[src/rtl/line_fill_pkg.sv]
// ============================================================================
// line_fill_pkg : shared types, read tag and beat-geometry helpers.
// Revision 1.0
// ============================================================================
`default_nettype none

package line_fill_pkg;

  typedef enum logic [1:0] {
    IDLE = 2'd0,
    REQ  = 2'd1,
    RESP = 2'd2,
    DONE = 2'd3
  } fill_state_e;

  // {read, memory target, reserved}
  localparam logic [12:0] FILL_READ_TAG = {1'b1, 4'b0001, 8'h00};

  function automatic int calc_beats(input int line_bytes, input int data_width);
    return (line_bytes * 8) / data_width;
  endfunction

  function automatic int calc_idx_w(input int beats);
    return (beats > 1) ? $clog2(beats) : 1;
  endfunction

  localparam int DEF_BEATS = calc_beats(64, 64);
  localparam int DEF_IDX_W = calc_idx_w(DEF_BEATS);

endpackage

`default_nettype wire

[src/rtl/line_fill_buffer.sv]
// ============================================================================
// line_fill_buffer : beat-indexed line register, cleared at the start of a fill.
// Revision 1.0
// ============================================================================
`default_nettype none

module line_fill_buffer #(
  parameter int DATA_WIDTH = 64,
  parameter int BEATS      = 8,
  parameter int IDX_W      = 3
) (
  input  logic                        clk,
  input  logic                        reset,
  input  logic                        clr,
  input  logic                        wr_en,
  input  logic [IDX_W-1:0]            wr_idx,
  input  logic [DATA_WIDTH-1:0]       wr_data,
  output logic [BEATS*DATA_WIDTH-1:0] line
);

  for (genvar k = 0; k < BEATS; k++) begin : g_slot
    logic [DATA_WIDTH-1:0] slot_q;
    logic [DATA_WIDTH-1:0] slot_d;

    always_comb begin
      slot_d = slot_q;
      if (clr) begin
        slot_d = '0;
      end else if (wr_en && (wr_idx == IDX_W'(k))) begin
        slot_d = wr_data;
      end
    end

    always_ff @(posedge clk or negedge reset) begin
      if (!reset) begin
        slot_q <= '0;
      end else begin
        slot_q <= slot_d;
      end
    end

    assign line[k*DATA_WIDTH +: DATA_WIDTH] = slot_q;
  end

endmodule

`default_nettype wire

[src/rtl/line_fill_master.sv]
// ============================================================================
// line_fill_master : one-outstanding I-cache line fill over a Sysbus read burst.
// Optional watchdog enabled by LINE_FILL_TIMEOUT_EN.        Revision 1.0
// ============================================================================
`default_nettype none

module line_fill_master
  import line_fill_pkg::*;
#(
  parameter int BUS_DATA_WIDTH = 64,
  parameter int BUS_TAG_WIDTH  = 13,
  parameter int LINE_BYTES     = 64,
  parameter int TIMEOUT_CYCLES = 1024
) (
  input  logic                        clk,
  input  logic                        reset,
  input  logic                        fill_req_valid,
  output logic                        fill_req_ready,
  input  logic [BUS_DATA_WIDTH-1:0]   fill_req_addr,
  output logic                        fill_resp_valid,
  input  logic                        fill_resp_ready,
  output logic [LINE_BYTES*8-1:0]     fill_resp_line,
  output logic [BUS_DATA_WIDTH-1:0]   fill_resp_addr,
  output logic                        fill_resp_err,
  output logic [BUS_DATA_WIDTH-1:0]   bus_req,
  output logic                        bus_reqcyc,
  output logic [BUS_TAG_WIDTH-1:0]    bus_reqtag,
  input  logic                        bus_reqack,
  input  logic [BUS_DATA_WIDTH-1:0]   bus_resp,
  input  logic                        bus_respcyc,
  output logic                        bus_respack,
  input  logic [BUS_TAG_WIDTH-1:0]    bus_resptag
);

  localparam int BEATS = calc_beats(LINE_BYTES, BUS_DATA_WIDTH);
  localparam int IDX_W = calc_idx_w(BEATS);
  localparam int OFF_W = $clog2(LINE_BYTES);
  localparam logic [IDX_W-1:0] LAST_BEAT = IDX_W'(BEATS - 1);

  fill_state_e               state_q, state_d;
  logic [BUS_DATA_WIDTH-1:0] addr_q, addr_d;
  logic [IDX_W-1:0]          cnt_q, cnt_d;
  logic                      req_ready_q, req_ready_d;
  logic                      reqcyc_q, reqcyc_d;
  logic                      resp_valid_q, resp_valid_d;
  logic                      beat_w;
  logic                      accept_w;
  logic [BUS_DATA_WIDTH-1:0] aligned_w;

  assign beat_w    = (state_q == RESP) && bus_respcyc;
  assign accept_w  = (state_q == IDLE) && fill_req_valid;
  assign aligned_w = (fill_req_addr >> OFF_W) << OFF_W;

`ifdef LINE_FILL_TIMEOUT_EN
  localparam int WD_W = (TIMEOUT_CYCLES > 2) ? $clog2(TIMEOUT_CYCLES) : 1;
  localparam logic [WD_W-1:0] WD_LIMIT = WD_W'(TIMEOUT_CYCLES - 1);

  logic [WD_W-1:0] wd_q, wd_d;
  logic            err_q, err_d;
  logic            unused_ok;

  assign unused_ok = ^{bus_resptag, fill_req_addr[OFF_W-1:0]};
`else
  logic unused_ok;

  assign unused_ok = ^{bus_resptag, fill_req_addr[OFF_W-1:0], TIMEOUT_CYCLES[0]};
`endif

  always_comb begin
    state_d = state_q;
    addr_d  = addr_q;
    cnt_d   = cnt_q;
    unique case (state_q)
      IDLE: begin
        if (fill_req_valid) begin
          addr_d  = aligned_w;
          cnt_d   = '0;
          state_d = REQ;
        end
      end
      REQ: begin
        if (bus_reqack) begin
          state_d = RESP;
        end
      end
      RESP: begin
        if (beat_w) begin
          // Counter parks on the last slot so it never wraps into another line.
          if (cnt_q == LAST_BEAT) begin
            state_d = DONE;
          end else begin
            cnt_d = cnt_q + 1'b1;
          end
        end
      end
      DONE: begin
        if (fill_resp_ready) begin
          state_d = IDLE;
        end
      end
      default: state_d = IDLE;
    endcase

`ifdef LINE_FILL_TIMEOUT_EN
    wd_d  = wd_q;
    err_d = err_q;
    if (accept_w) begin
      wd_d = '0;
    end else if ((state_q == REQ) || (state_q == RESP)) begin
      wd_d = beat_w ? '0 : wd_q + 1'b1;
      if ((wd_q == WD_LIMIT) && !beat_w) begin
        state_d = DONE;
        err_d   = 1'b1;
      end
    end
    if ((state_q == DONE) && fill_resp_ready) begin
      err_d = 1'b0;
    end
`endif

    req_ready_d  = (state_d == IDLE);
    reqcyc_d     = (state_d == REQ);
    resp_valid_d = (state_d == DONE);
  end

  always_ff @(posedge clk or negedge reset) begin
    if (!reset) begin
      state_q      <= IDLE;
      addr_q       <= '0;
      cnt_q        <= '0;
      req_ready_q  <= 1'b1;
      reqcyc_q     <= 1'b0;
      resp_valid_q <= 1'b0;
    end else begin
      state_q      <= state_d;
      addr_q       <= addr_d;
      cnt_q        <= cnt_d;
      req_ready_q  <= req_ready_d;
      reqcyc_q     <= reqcyc_d;
      resp_valid_q <= resp_valid_d;
    end
  end

`ifdef LINE_FILL_TIMEOUT_EN
  always_ff @(posedge clk or negedge reset) begin
    if (!reset) begin
      wd_q  <= '0;
      err_q <= 1'b0;
    end else begin
      wd_q  <= wd_d;
      err_q <= err_d;
    end
  end

  assign fill_resp_err = err_q;
`else
  assign fill_resp_err = 1'b0;
`endif

  line_fill_buffer #(
    .DATA_WIDTH (BUS_DATA_WIDTH),
    .BEATS      (BEATS),
    .IDX_W      (IDX_W)
  ) u_buffer (
    .clk     (clk),
    .reset   (reset),
    .clr     (accept_w),
    .wr_en   (beat_w),
    .wr_idx  (cnt_q),
    .wr_data (bus_resp),
    .line    (fill_resp_line)
  );

  assign fill_req_ready  = req_ready_q;
  assign fill_resp_valid = resp_valid_q;
  assign fill_resp_addr  = addr_q;
  assign bus_reqcyc      = reqcyc_q;
  assign bus_req         = reqcyc_q ? addr_q : '0;
  assign bus_reqtag      = reqcyc_q ? BUS_TAG_WIDTH'(FILL_READ_TAG) : '0;
  assign bus_respack     = beat_w;

endmodule

`default_nettype wire

[config.mk]
export PLATFORM = sky130hd
export DESIGN_NAME = line_fill_master
export DESIGN_NICKNAME = d
export VERILOG_FILES = /design/src/rtl/line_fill_pkg.sv /design/src/rtl/line_fill_buffer.sv /design/src/rtl/line_fill_master.sv
export SDC_FILE = /design/constraint.sdc
export NUM_CORES = 1
export LEC_CHECK = 0
export ABC_CLOCK_PERIOD_IN_PS = 2300
export CAP_MARGIN = 20
export CORE_AREA = 2 2 312 314
export CTS_CLUSTER_DIAMETER = 120
export DETAILED_ROUTE_END_ITERATION = 10
export DIE_AREA = 0 0 314 316
export PLACE_DENSITY = 0.59
export SETUP_SLACK_MARGIN = 0.4
export SLEW_MARGIN = 5
export SYNTH_ARGS = -nofsm -noshare
export SYNTH_HDL_FRONTEND = slang
export SYNTH_HIERARCHICAL = 1
export SYNTH_SLANG_ARGS = --single-unit
[constraint.sdc]
create_clock -name clk -period 2.3 [get_ports clk]
set_input_delay 0.46 -clock clk [delete_from_list [all_inputs] [get_ports clk]]
set_output_delay 0.46 -clock clk [all_outputs]
set_load 0.05 [all_outputs]
==> impl_metrics.tcl <==
set metrics [dict create \
    ys_ff_latch 578 \
    timing.slew.headroom_pct 66.57 \
    fmax_mhz 488.6 \
    synth.distinct_cells 30 \
    io_pins 805 \
    finalCriticalPeriod_ns 2.047 \
    crit_chain "buf_6 > nor3b_4 > buf_6 > buf_12 > buf_12 > buf_16 > nand2b_4 > buf_6 > mux2i_1" \
    post-place-cells 4053 \
    internal_power_mw 29.48 \
    stdcell_count 4269 \
    detail-route-antenna-nets 0 \
    grt_pass1_vias 18970 \
    post-place-ws_ns -0.1059 \
    synth_area_per_cell_um2 12.50 \
    setup_viol 0 \
    hold_violations 0 \
    reg2reg_to "u_buffer/g_slot[5].slot_q[15]$_DFFE_PN0P_" \
    crit_top_cell "buf_6" \
    slowest_delay_ns 0.43 \
    register_area_um2 14470 \
    die_w_um 314 \
    worstSetupEndpointType "register" \
    cts_root_buf "clkbuf_16" \
    hpwlAfterDp_mm 62.84 \
    powerDensity_nw_per_um2 1362 \
    fin_crit_sh_pct 88.98 \
    multiInputGateArea_um2 10990 \
    cp_max_fo 8 \
    fin_ws_ns 0.2534 \
    die_area_um2 99220 \
    p_clk_share_pct 19.8 \
    vias_per_cell 4.368 \
    maxCapViolCount 0 \
    critPathBufInv 6 \
    r2r_start "state_q[0]$_DFF_PN0_" \
    final_area_um2 39740 \
    power_leakage_nw 20.98 \
    critPathRequiredTime_ns 2.77 \
    chipHeight_um 316 \
    p_seq_share_pct 27.6 \
    portBuffers 761 \
    synthTopCellsByArea "dfrtp_1 56%, mux2i_1 20%, nand2b_1 14%" \
    ys_warn_count 6 \
    synth_edf_count 0 \
    worstMarginPinSlew_ns 0.5014 \
    drt_iter0_drc 785 \
    rsz0062_at_grt "true" \
    clock_latency_ns 0.61 \
    core-area_um2 95990 \
    cts_tree "done" \
    status "finished, final reports clean" \
    r2r_slack_ns 0.25 \
    clk_pin_slew_ns 0.06 \
    areaGrowthSynthToFinish_pct 55.41 \
    detailed_place.area_um2 36670 \
    cp_slowest_cell "dfrtp_2" \
    slew_violations 0 \
    place_congestion 0.7644 \
    fin_nets 3095 \
    yosysMostFrequentCell "dfrtp_1" \
    synth-main-ff-cell "dfrtp_1" \
    syn-cell-area_um2 25570 \
    htree_levels 3 \
    grt_antenna_before_repair 4 \
    p_sw_share_pct 45.55 \
    finalSetupTns_ns 0 \
    drive_gt1_share_pct 39.63 \
    async_flop_share_pct 100.0 \
    switchingPower_mw 24.66 \
    cts_sinks 578 \
    synth_top_area_cell "dfrtp_1" \
    worstSetupPathType "register to register" \
    grt_pass1_wl_mm 130.8 \
    initial_utilization_pct 26.64 \
    fillCellCount 9165 \
    fin_skew_ns 0.02453 \
    yosysSeqAreaShare_pct 56.57 \
    drc_errors 0 \
    synth_common_cells "577 x dfrtp_1, 576 x nand2b_1, 513 x mux2i_1" \
    irDropWorstVdd_mv 0.8153 \
    reg2reg_depth 9 \
    cts_max_path_buffers 3 \
    synthCells 2045 \
    worstPathArrival_ns 2.52 \
    grt_max_degree 65 \
    cts_buffers 68 \
    rows 114 \
    synth_top_cell_area_share_pct 56.47 \
    grt_usage_pct 17.55 \
    dr.pass1.iters 4 \
    combPwrFrac_pct 52.6 \
    worstSetupStartpointType "register" \
    post_drt_wl_per_cell_um 23.19 \
    wl_mm 98.99 \
    num_vias 18650 \
    crit_family "buffers and inverters" \
    grt-ovfl-total 0 \
    hp-class "input pin to async pin" \
]
==> stage by stage <==
stage                     hold WS [ns]  util, %  power [mW]
after floorplan                 0.1644        -       31.40
after global placement          0.3913    38.20       42.47
after detailed placement        0.3863    38.20       42.64
after CTS                       0.3052    40.17       52.12
after global routing            0.3161    41.39       56.29
final                           0.3262    41.40       54.14
==> registers in the layout, indices dropped and copies added (netlist names) <==
register	flops
u_buffer/g_slot.slot_q	512
fill_resp_addr	58
cnt_q	3
state_q	2
bus_reqcyc	1
fill_req_ready	1
fill_resp_valid	1
==> placed cells by master, fill, tap and decap left out, drive strengths merged <==
cell,Yosys,routed
and2,59,59
buf,92,346
clkinv,0,10
dlygate4sd3,0,1
nor2,2,2
and4b,1,1
o31ai,1,1
dfstp,1,1
nand2,2,2
nor4b,1,1
clkdlybuf4s50,0,126
nor3b,1,1
nand4b,3,3
a21oi,2,2
dfrtp,577,577
conb,1,24
nor2b,2,2
diode,0,3
mux2i,513,513
o21a,1,1
and4bb,1,1
nand3,1,1
nand4,1,1
clkdlybuf4s18,0,19
or4b,1,1
bufinv,0,2
clkdlybuf4s15,0,125
nand4bb,3,3
ha,2,2
nand2b,576,576
mux2,60,60
a311oi,1,1
a22o,2,2
inv,0,2
clkbuf,138,521
==> worst register-to-register path, cell delays in order, from the launching register on <==
cell      delay, ns
dfrtp_2        0.43
buf_6          0.13
nor3b_4        0.38
buf_6          0.17
buf_12         0.15
buf_12         0.14
buf_16         0.14
nand2b_4       0.18
buf_6          0.12
mux2i_1        0.07
==> worst max-delay path by stage <==
stage,start,slack (ns),end,depth (start not counted)
6_report,state_q[0]$_DFF_PN0_,0.25,u_buffer/g_slot[5].slot_q[15]$_DFFE_PN0P_,9
5_1_grt,state_q[1]$_DFF_PN0_,0.18,u_buffer/g_slot[1].slot_q[15]$_DFFE_PN0P_,9
4_1_cts,bus_reqcyc$_DFF_PN0_,0.22,bus_req[46],3
3_5_place_dp,fill_req_valid,-0.11,u_buffer/g_slot[3].slot_q[24]$_DFFE_PN0P_,7
3_3_place_gp,fill_req_valid,-0.08,u_buffer/g_slot[3].slot_q[24]$_DFFE_PN0P_,7
2_1_floorplan,state_q[1]$_DFF_PN0_,0.24,u_buffer/g_slot[0].slot_q[36]$_DFFE_PN0P_,9
==> layout make-up <==
| type | count | share of cell area (%) |
|---|---|---|
| timing repair buffer | 1038 | 26.45 |
| tap | 1276 | 4.018 |
| sequential | 578 | 36.41 |
| clock inverter | 14 | 0.4219 |
| clock buffer | 100 | 5.019 |
| antenna | 3 | 0.01889 |
| multi-input combinational | 1260 | 27.66 |
==> timing repair <==
item                                    in CTS  in global routing
buffers inserted                             4                 45
cloned                                       0                 49
endpoints found under the setup margin     839               1006
pin swaps                                    2                  3
hold buffers                                 1                  0
hold endpoints to repair                    24                  0
resized for setup                          966               1090
==> cell families (layout without fill, tap and decap cells) <==
family / count (synthesis) / count (layout) / share of synthesized area (%)
multiplexers: 573 / 573 / 22.72
other: 1 / 27 / 0.01467
AND/OR/NAND/NOR: 654 / 654 / 16.16
buffers and inverters: 230 / 1152 / 4.233
flip-flops: 578 / 578 / 56.57
AO/OA/AOI/OAI: 7 / 7 / 0.2007
adder cells (fa/ha/maj): 2 / 2 / 0.09785
==> metal layers <==
layer | global-route usage, % | vias up | share of wire [%]
met3 | 5.962 | 113 | 6.8
li1 | - | 8487 | -
met1 | 21.33 | 9519 | 41
met2 | 29.70 | 528 | 49
met4 | 4.632 | 0 | 2.3
met5 | 0 | - | 0
==> power by group through the flow <==
stage | Sequential, mW | Combinational [mW] | Clock, mW
after floorplan | 24.2 | 7.23 | 0
after global placement | 14.9 | 27.5 | 0
after detailed placement | 15.0 | 27.7 | 0
after CTS | 14.8 | 26.4 | 11.0
after global routing | 15.3 | 29.6 | 11.4
final | 14.9 | 28.5 | 10.7
Power figures use the tool's default switching activity.
